File: src/rtl/btn_conditioner.sv
// btn_conditioner: four-channel synchronizer and debouncer for active-low pushbuttons.
//   clk                 system clock
//   rst                 synchronous reset, active-high
//   btn_*_raw           raw asynchronous buttons, active-low
//   btn_*               debounced levels, active-low (0 = pressed)
//   press_pulse[3:0]    one-cycle pulse on each accepted press, {abajo, arriba, derecha, izquierda}
//   any_pressed         high while any debounced level is 0
module btn_conditioner #(
  parameter int unsigned DEBOUNCE_CYCLES = 500000,
  parameter int unsigned CNT_W           = 20
) (
  input  logic       clk,
  input  logic       rst,
  input  logic       btn_izquierda_raw,
  input  logic       btn_derecha_raw,
  input  logic       btn_arriba_raw,
  input  logic       btn_abajo_raw,
  output logic       btn_izquierda,
  output logic       btn_derecha,
  output logic       btn_arriba,
  output logic       btn_abajo,
  output logic [3:0] press_pulse,
  output logic       any_pressed
);

  localparam int unsigned NUM_CH = 4;
  localparam logic [CNT_W-1:0] THRESHOLD = CNT_W'(DEBOUNCE_CYCLES);

  localparam logic [1:0] ST_STABLE_HI = 2'd0;
  localparam logic [1:0] ST_COUNT_LO  = 2'd1;
  localparam logic [1:0] ST_STABLE_LO = 2'd2;
  localparam logic [1:0] ST_COUNT_HI  = 2'd3;

  logic [NUM_CH-1:0] raw;
  logic [NUM_CH-1:0] sync1;
  logic [NUM_CH-1:0] sync2;
  logic [NUM_CH-1:0] level;
  logic [NUM_CH-1:0] level_nxt;
  logic [NUM_CH-1:0] pulse_nxt;

  assign raw = {btn_abajo_raw, btn_arriba_raw, btn_derecha_raw, btn_izquierda_raw};

  // Two-flop synchronizer, idle-high so reset looks like "not pressed".
  always_ff @(posedge clk) begin
    if (rst) begin
      sync1 <= '1;
      sync2 <= '1;
    end else begin
      sync1 <= raw;
      sync2 <= sync1;
    end
  end

  // Per-channel debounce FSM; the channels never interact.
  for (genvar i = 0; i < NUM_CH; i++) begin : g_ch
    logic [1:0]       state;
    logic [1:0]       state_nxt;
    logic [CNT_W-1:0] cnt;
    logic [CNT_W-1:0] cnt_nxt;
    logic             lvl_nxt;
    logic             pls_nxt;

    always_ff @(posedge clk) begin
      if (rst) begin
        state <= ST_STABLE_HI;
        cnt   <= '0;
      end else begin
        state <= state_nxt;
        cnt   <= cnt_nxt;
      end
    end

    always_comb begin
      state_nxt = state;
      cnt_nxt   = cnt;
      lvl_nxt   = level[i];
      pls_nxt   = 1'b0;
      case (state)
        ST_STABLE_HI: begin
          if (!sync2[i]) begin
            // A threshold of one accepts the very first differing sample.
            if (DEBOUNCE_CYCLES == 1) begin
              state_nxt = ST_STABLE_LO;
              cnt_nxt   = '0;
              lvl_nxt   = 1'b0;
              pls_nxt   = 1'b1;
            end else begin
              state_nxt = ST_COUNT_LO;
              cnt_nxt   = CNT_W'(1);
            end
          end
        end
        ST_COUNT_LO: begin
          if (sync2[i]) begin
            state_nxt = ST_STABLE_HI;
            cnt_nxt   = '0;
          end else if (cnt == THRESHOLD) begin
            state_nxt = ST_STABLE_LO;
            cnt_nxt   = '0;
            lvl_nxt   = 1'b0;
            pls_nxt   = 1'b1;
          end else begin
            cnt_nxt = cnt + CNT_W'(1);
          end
        end
        ST_STABLE_LO: begin
          if (sync2[i]) begin
            if (DEBOUNCE_CYCLES == 1) begin
              state_nxt = ST_STABLE_HI;
              cnt_nxt   = '0;
              lvl_nxt   = 1'b1;
            end else begin
              state_nxt = ST_COUNT_HI;
              cnt_nxt   = CNT_W'(1);
            end
          end
        end
        ST_COUNT_HI: begin
          if (!sync2[i]) begin
            state_nxt = ST_STABLE_LO;
            cnt_nxt   = '0;
          end else if (cnt == THRESHOLD) begin
            state_nxt = ST_STABLE_HI;
            cnt_nxt   = '0;
            lvl_nxt   = 1'b1;
          end else begin
            cnt_nxt = cnt + CNT_W'(1);
          end
        end
        default: begin
          state_nxt = ST_STABLE_HI;
          cnt_nxt   = '0;
          lvl_nxt   = 1'b1;
        end
      endcase
    end

    assign level_nxt[i] = lvl_nxt;
    assign pulse_nxt[i] = pls_nxt;
  end

  // any_pressed is derived from the next levels so it moves on the same edge as btn_*.
  always_ff @(posedge clk) begin
    if (rst) begin
      level       <= '1;
      press_pulse <= '0;
      any_pressed <= 1'b0;
    end else begin
      level       <= level_nxt;
      press_pulse <= pulse_nxt;
      any_pressed <= ~&level_nxt;
    end
  end

  assign btn_izquierda = level[0];
  assign btn_derecha   = level[1];
  assign btn_arriba    = level[2];
  assign btn_abajo     = level[3];

endmodule

File: config.mk
export PLATFORM = sky130hd
export DESIGN_NAME = btn_conditioner
export DESIGN_NICKNAME = d
export VERILOG_FILES = /design/src/rtl/btn_conditioner.sv
export SDC_FILE = /design/constraint.sdc
export NUM_CORES = 1
export LEC_CHECK = 0
export BUFFER_PORTS_ARGS = -buffer_cell sky130_fd_sc_hd__buf_2
export CAP_MARGIN = 20
export CORE_ASPECT_RATIO = 1.25
export CORE_UTILIZATION = 67
export DETAILED_ROUTE_END_ITERATION = 10
export GPL_ROUTABILITY_DRIVEN = 1
export PLACE_DENSITY = 0.87
export SLEW_MARGIN = 25
export SYNTH_ARGS = -nofsm -noshare
export SYNTH_HDL_FRONTEND = slang
export SYNTH_SLANG_ARGS = --single-unit
File: constraint.sdc
create_clock -name clk -period 3.1 [get_ports clk]
set_clock_uncertainty 0.2 [all_clocks]
set_input_delay 0.155 -clock clk [delete_from_list [all_inputs] [get_ports clk]]
set_output_delay 0.155 -clock clk [all_outputs]
set_load 0.03 [all_outputs]
**Word level (Yosys, flattened, before mapping)**

Cells that the tools add are included.

- Flip-flop bits (word level): 105
- Logic and storage cells: 150
- Output and inout port bits: 9
- Input bits: 6

- Multiplexer cells: 76
- Add/sub/neg operators: 4
- Bitwise logic cells: 4
- Reductions and logical operators: 18
- Equality and inequality tests: 32

Operators by type and width:

| operator | number |
|---|---|
| $mux 20 | 20 |
| $pmux 20 s4 | 4 |
| $add 20x1->20 const B | 4 |
| $eq 20x19->1 const B | 4 |
| $mux 2 | 24 |
| $pmux 2 s4 | 4 |
| $ne 3x3->1 const B | 8 |
| $mux 1 | 20 |
| $reduce_and 4->1 | 5 |
| $eq 2x2->1 const B | 8 |
| $ne 2x2->1 const B | 8 |
| $reduce_or 3->1 | 4 |
| $eq 2x1->1 const B | 4 |
| $logic_not 2->1 | 4 |
| $pmux 1 s2 | 4 |
| $reduce_and 2->1 | 4 |
| $not 1->1 | 4 |
| $logic_not 1->1 | 1 |

**Longest topological paths before layout**

- Word-level depth: 6
- Depth in mapped cells: 9
- Gate-level depth less buffers: 8

**Worst setup path before layout**

Ideal clock, no wire load.

- Path kind: reg2reg
- Start point: reg g_ch[2].cnt[11]
- End point: reg g_ch[2].cnt[2]
- Cell stages (with the launch flop): 8
- Setup slack: 1.027 ns
- Clock period less this slack: 2.073 ns
- Path buffers: 1
- Data required time: 2.772 ns
- Arrival time: 1.745 ns
- Library setup time: 0.128 ns
- Cells stage by stage: dfxtp_1 nand4bb_1 or4_1 o211ai_2 buf_6 o21ai_0 a21oi_1 nor2_1

- Word-level cells in the longest chain between the ends: 4
- Elaborated cells on any way between the ends: 5
- Those cells by class: eq/ne: 1; mux: 4

RTL lines:

| element | RTL line | text |
|---|---|---|
| start: declaration | 58 | `logic [CNT_W-1:0] cnt;` |
| start signal: assignment | 69 | `cnt <= cnt_nxt;` |
| $eq 20x19->1 * | 97, 122 |  |
| $mux 20 * | 97, 122 |  |
| $mux 20, on equally long branches | 119, 94 |  |
| $pmux 20 s4 * | 78 | `case (state)` |

Mark *: on every way between the ends. The rest lies on a longest branch, timed or not.
A chain may end at the register's enable or synchronous reset.

**Worst setup path in the final report**

- Start point: reg g_ch[2].cnt[11]
- End point: reg g_ch[2].cnt[1]

The elaborated chain is that of the path after synthesis.

==> flow_summary.json <==
{
  "cts_tree": "done",
  "grt_pass1_vias": 4051,
  "synthArstFlopShare_pct": 0,
  "postCtsHoldBufs": 4,
  "dr.pass1.iters": 4,
  "maxSlewViolCount": 0,
  "critPathKind": "reg2reg",
  "io_pins": 15,
  "htree_levels": 3,
  "clkLatencyLatePin_ns": 0.36,
  "leakage_uw": 0.00184,
  "fmax_ghz": 0.393,
  "yosysTopAreaCellShare_pct": 41.8,
  "rows": 34,
  "dp_cells": 676,
  "synth-edff-count": 0,
  "place_ws_ns": 0.593,
  "utilization_pct": 75.3,
  "root_buffer": "clkbuf_8",
  "maxSlewHeadroom_pct": 54.1,
  "drc": 0,
  "coreArea_um2": 7100,
  "vias": 4357,
  "yosysWarnings": 0,
  "ys_ff_latch": 105,
  "grt_usage_pct": 28.3,
  "nets": 615,
  "drt-initial-drc-count": 241,
  "synth-main-ff-cell": "dfxtp_1",
  "peakVddDrop_v": 0.000348,
  "finalWorstSetupSlack_ns": 0.556,
  "cp_slowest_cell": "o211ai_2",
  "finalCriticalPeriod_ns": 2.54,
  "clock_path_buffers": 2,
  "grt_first_pass_wirelength_um": 17900,
  "tns_ns": 0,
  "syn_area_um2": 5030,
  "synth_area_leaders": "dfxtp_1 42%, nor2_1 5.4%, xor2_1 4.5%",
  "start_kind": "register",
  "cts.sinks": 105,
  "worstPathCellList": "nand4bb_1 > or4_1 > o211ai_2 > nor2_1 > a22o_1",
  "gp_congestion": 0.868,
  "cp_num_buf_inv": 0,
  "area_growth_pct": 6.44,
  "hp-class": "in2reg",
  "swShare_pct": 22.7,
  "vias_per_cell": 6.26,
  "fp.dieH_um": 98.9,
  "stdcell_count": 696,
  "p_clk_share_pct": 36.3,
  "ys_types": 62,
  "postRouteAntennaNets": 0,
  "p_sw_uw": 519,
  "dieArea_um2": 7860,
  "synth_common_cells": "105 x dfxtp_1, 72 x nor2_1, 48 x nand2_1, 36 x a21oi_1",
  "clkTransAtPathRegs_ns": 0.10,
  "p_per_area_nw_per_um2": 427,
  "dp_hpwl_um": 7140,
  "initial_core_util_pct": 70.8,
  "rsz0062_at_grt": "false",
  "path_max_fanout": 17,
  "power.internal_uw": 1770,
  "path_delay_family": "simple AND/OR/NAND/NOR gates",
  "fillers": 528,
  "avgSynthCellArea_um2": 8.45,
  "timing_worst_slew_pin_value_ns": 0.686,
  "required_ns": 3.16,
  "min_period_over_period_pct": 82.1,
  "comb_power_share_pct": 3.8,
  "wl_um": 10300,
  "antenna_found_initial": 0,
  "port_buffers": 14,
  "status": "finished clean",
  "avgRoutedWirePerCell_um": 14.8,
  "dieWidth_um": 79.5,
  "antenna_cells": 0,
  "final_layout_size_suffix_gt1_share_pct": 10.2,
  "pwr-share-seq_pct": 59.9,
  "grt.overflow.total": 0,
  "yosysSeqAreaShare_pct": 41.8,
  "yosys.area.top_type": "dfxtp_1",
  "finalSetupViolCount": 0,
  "postCtsSetupBuffers": 0,
  "grt_start_max_net_pins": 38,
  "cts-resized-gates": 0,
  "arrival_ns": 2.61,
  "synth_most_common_cell": "dfxtp_1",
  "hold_viol": 0,
  "synth_nets": 609,
  "cts_made_buffers": 9,
  "maxCapViolations": 0,
  "synth_cells": 595,
  "max_stage_delay_ns": 0.60,
  "critPathCaptureType": "register"
}
final cells by class:
type,instances,area [um^2],share of cell area [%]
sequential,105,2100,39.3
timing repair buffer,20,125,2.34
inverter,12,45.0,0.842
tap,90,113,2.10
clock buffer,13,179,3.34
multi-input combinational,453,2770,51.7
clock inverter,3,21.3,0.397
cell usage in the layout, fill, tap and decap left out, types with 5 or more instances in the layout:
master	instances
nor3_1	20
ha_1	8
o211ai_1	6
dfxtp_1	105
nor4_1	12
a311oi_1	8
nand4_1	13
nand3_1	33
or2_2	16
nor3b_1	6
a211oi_1	6
nor2b_1	5
xnor2_1	12
o21ai_0	33
a22o_1	6
xor2_1	26
buf_2	14
a41oi_1	5
nand3b_1	5
inv_1	12
clkbuf_8	13
nand2_1	48
a21oi_1	36
and4_1	6
or3_1	9
and3_1	10
nor2_1	72
metrics by stage:
stage	area [um^2]	power, uW	hold WS [ns]
6_report	5350	2290	0.109
3_5_place_dp	5110	1480	0.139
3_3_place_gp	5110	1480	0.142
2_1_floorplan	5030	1460	0.0588
5_1_grt	5350	2380	0.123
4_1_cts	5350	2300	0.100
flip-flops by register name (all words and copies together) (netlist names), named ones only:
register     count
any_pressed      1
g_ch.cnt        80
g_ch.state       4
level            4
press_pulse      4
sync1            4
sync2            4
power by group through the flow:
stage,Combinational (uW),Clock [uW],Sequential (uW)
final,87.6,830,1370
after global routing,98.4,905,1370
after CTS,87.6,846,1370
after detailed placement,83.0,0,1400
after global placement,80.5,0,1400
after floorplan,65.2,0,1400
worst register-to-register path: cells and delay by family (launching register included):
family / cells / cell delay, ns
simple gates: 3 / 0.99
flops: 1 / 0.36
compound gates: 2 / 0.89
final timing paths:
| check | startpoint | endpoint | slack [ns] | depth (start not counted) |
|---|---|---|---|---|
| setup / recovery | g_ch[2].cnt[11] | g_ch[2].cnt[1] | 0.56 | 5 |
| hold / removal | rst | g_ch[2].cnt[2] | 0.11 | 2 |
| setup reg to reg | g_ch[2].cnt[11] | g_ch[2].cnt[1] | 0.56 | 5 |
| hold reg to reg | sync1[1] | sync2[1] | 0.21 | 1 |
cell families after synthesis:
group / count (synthesis) / synth area share [%]
AOI/OAI and AO/OA: 122 / 15.7
and+or+nand+nor: 283 / 30.3
buffers and inverters: 37 / 3.16
DFF: 105 / 41.8
muxes: 1 / 0.199
adders and majority gates: 8 / 1.99
xor gates and xnor gates: 39 / 6.94
per-layer routing:
metal  vias to the layer above  wire length [um]  global-route usage, %
li1                       2161                 -                      -
met1                      2059              4530                   35.0
met2                       113              5040                   47.4
met3                        24               471                   5.93
met4                         0               262                   11.7
met5                         -                 0                      0
Note: power is estimated with default switching activity, not from simulation.
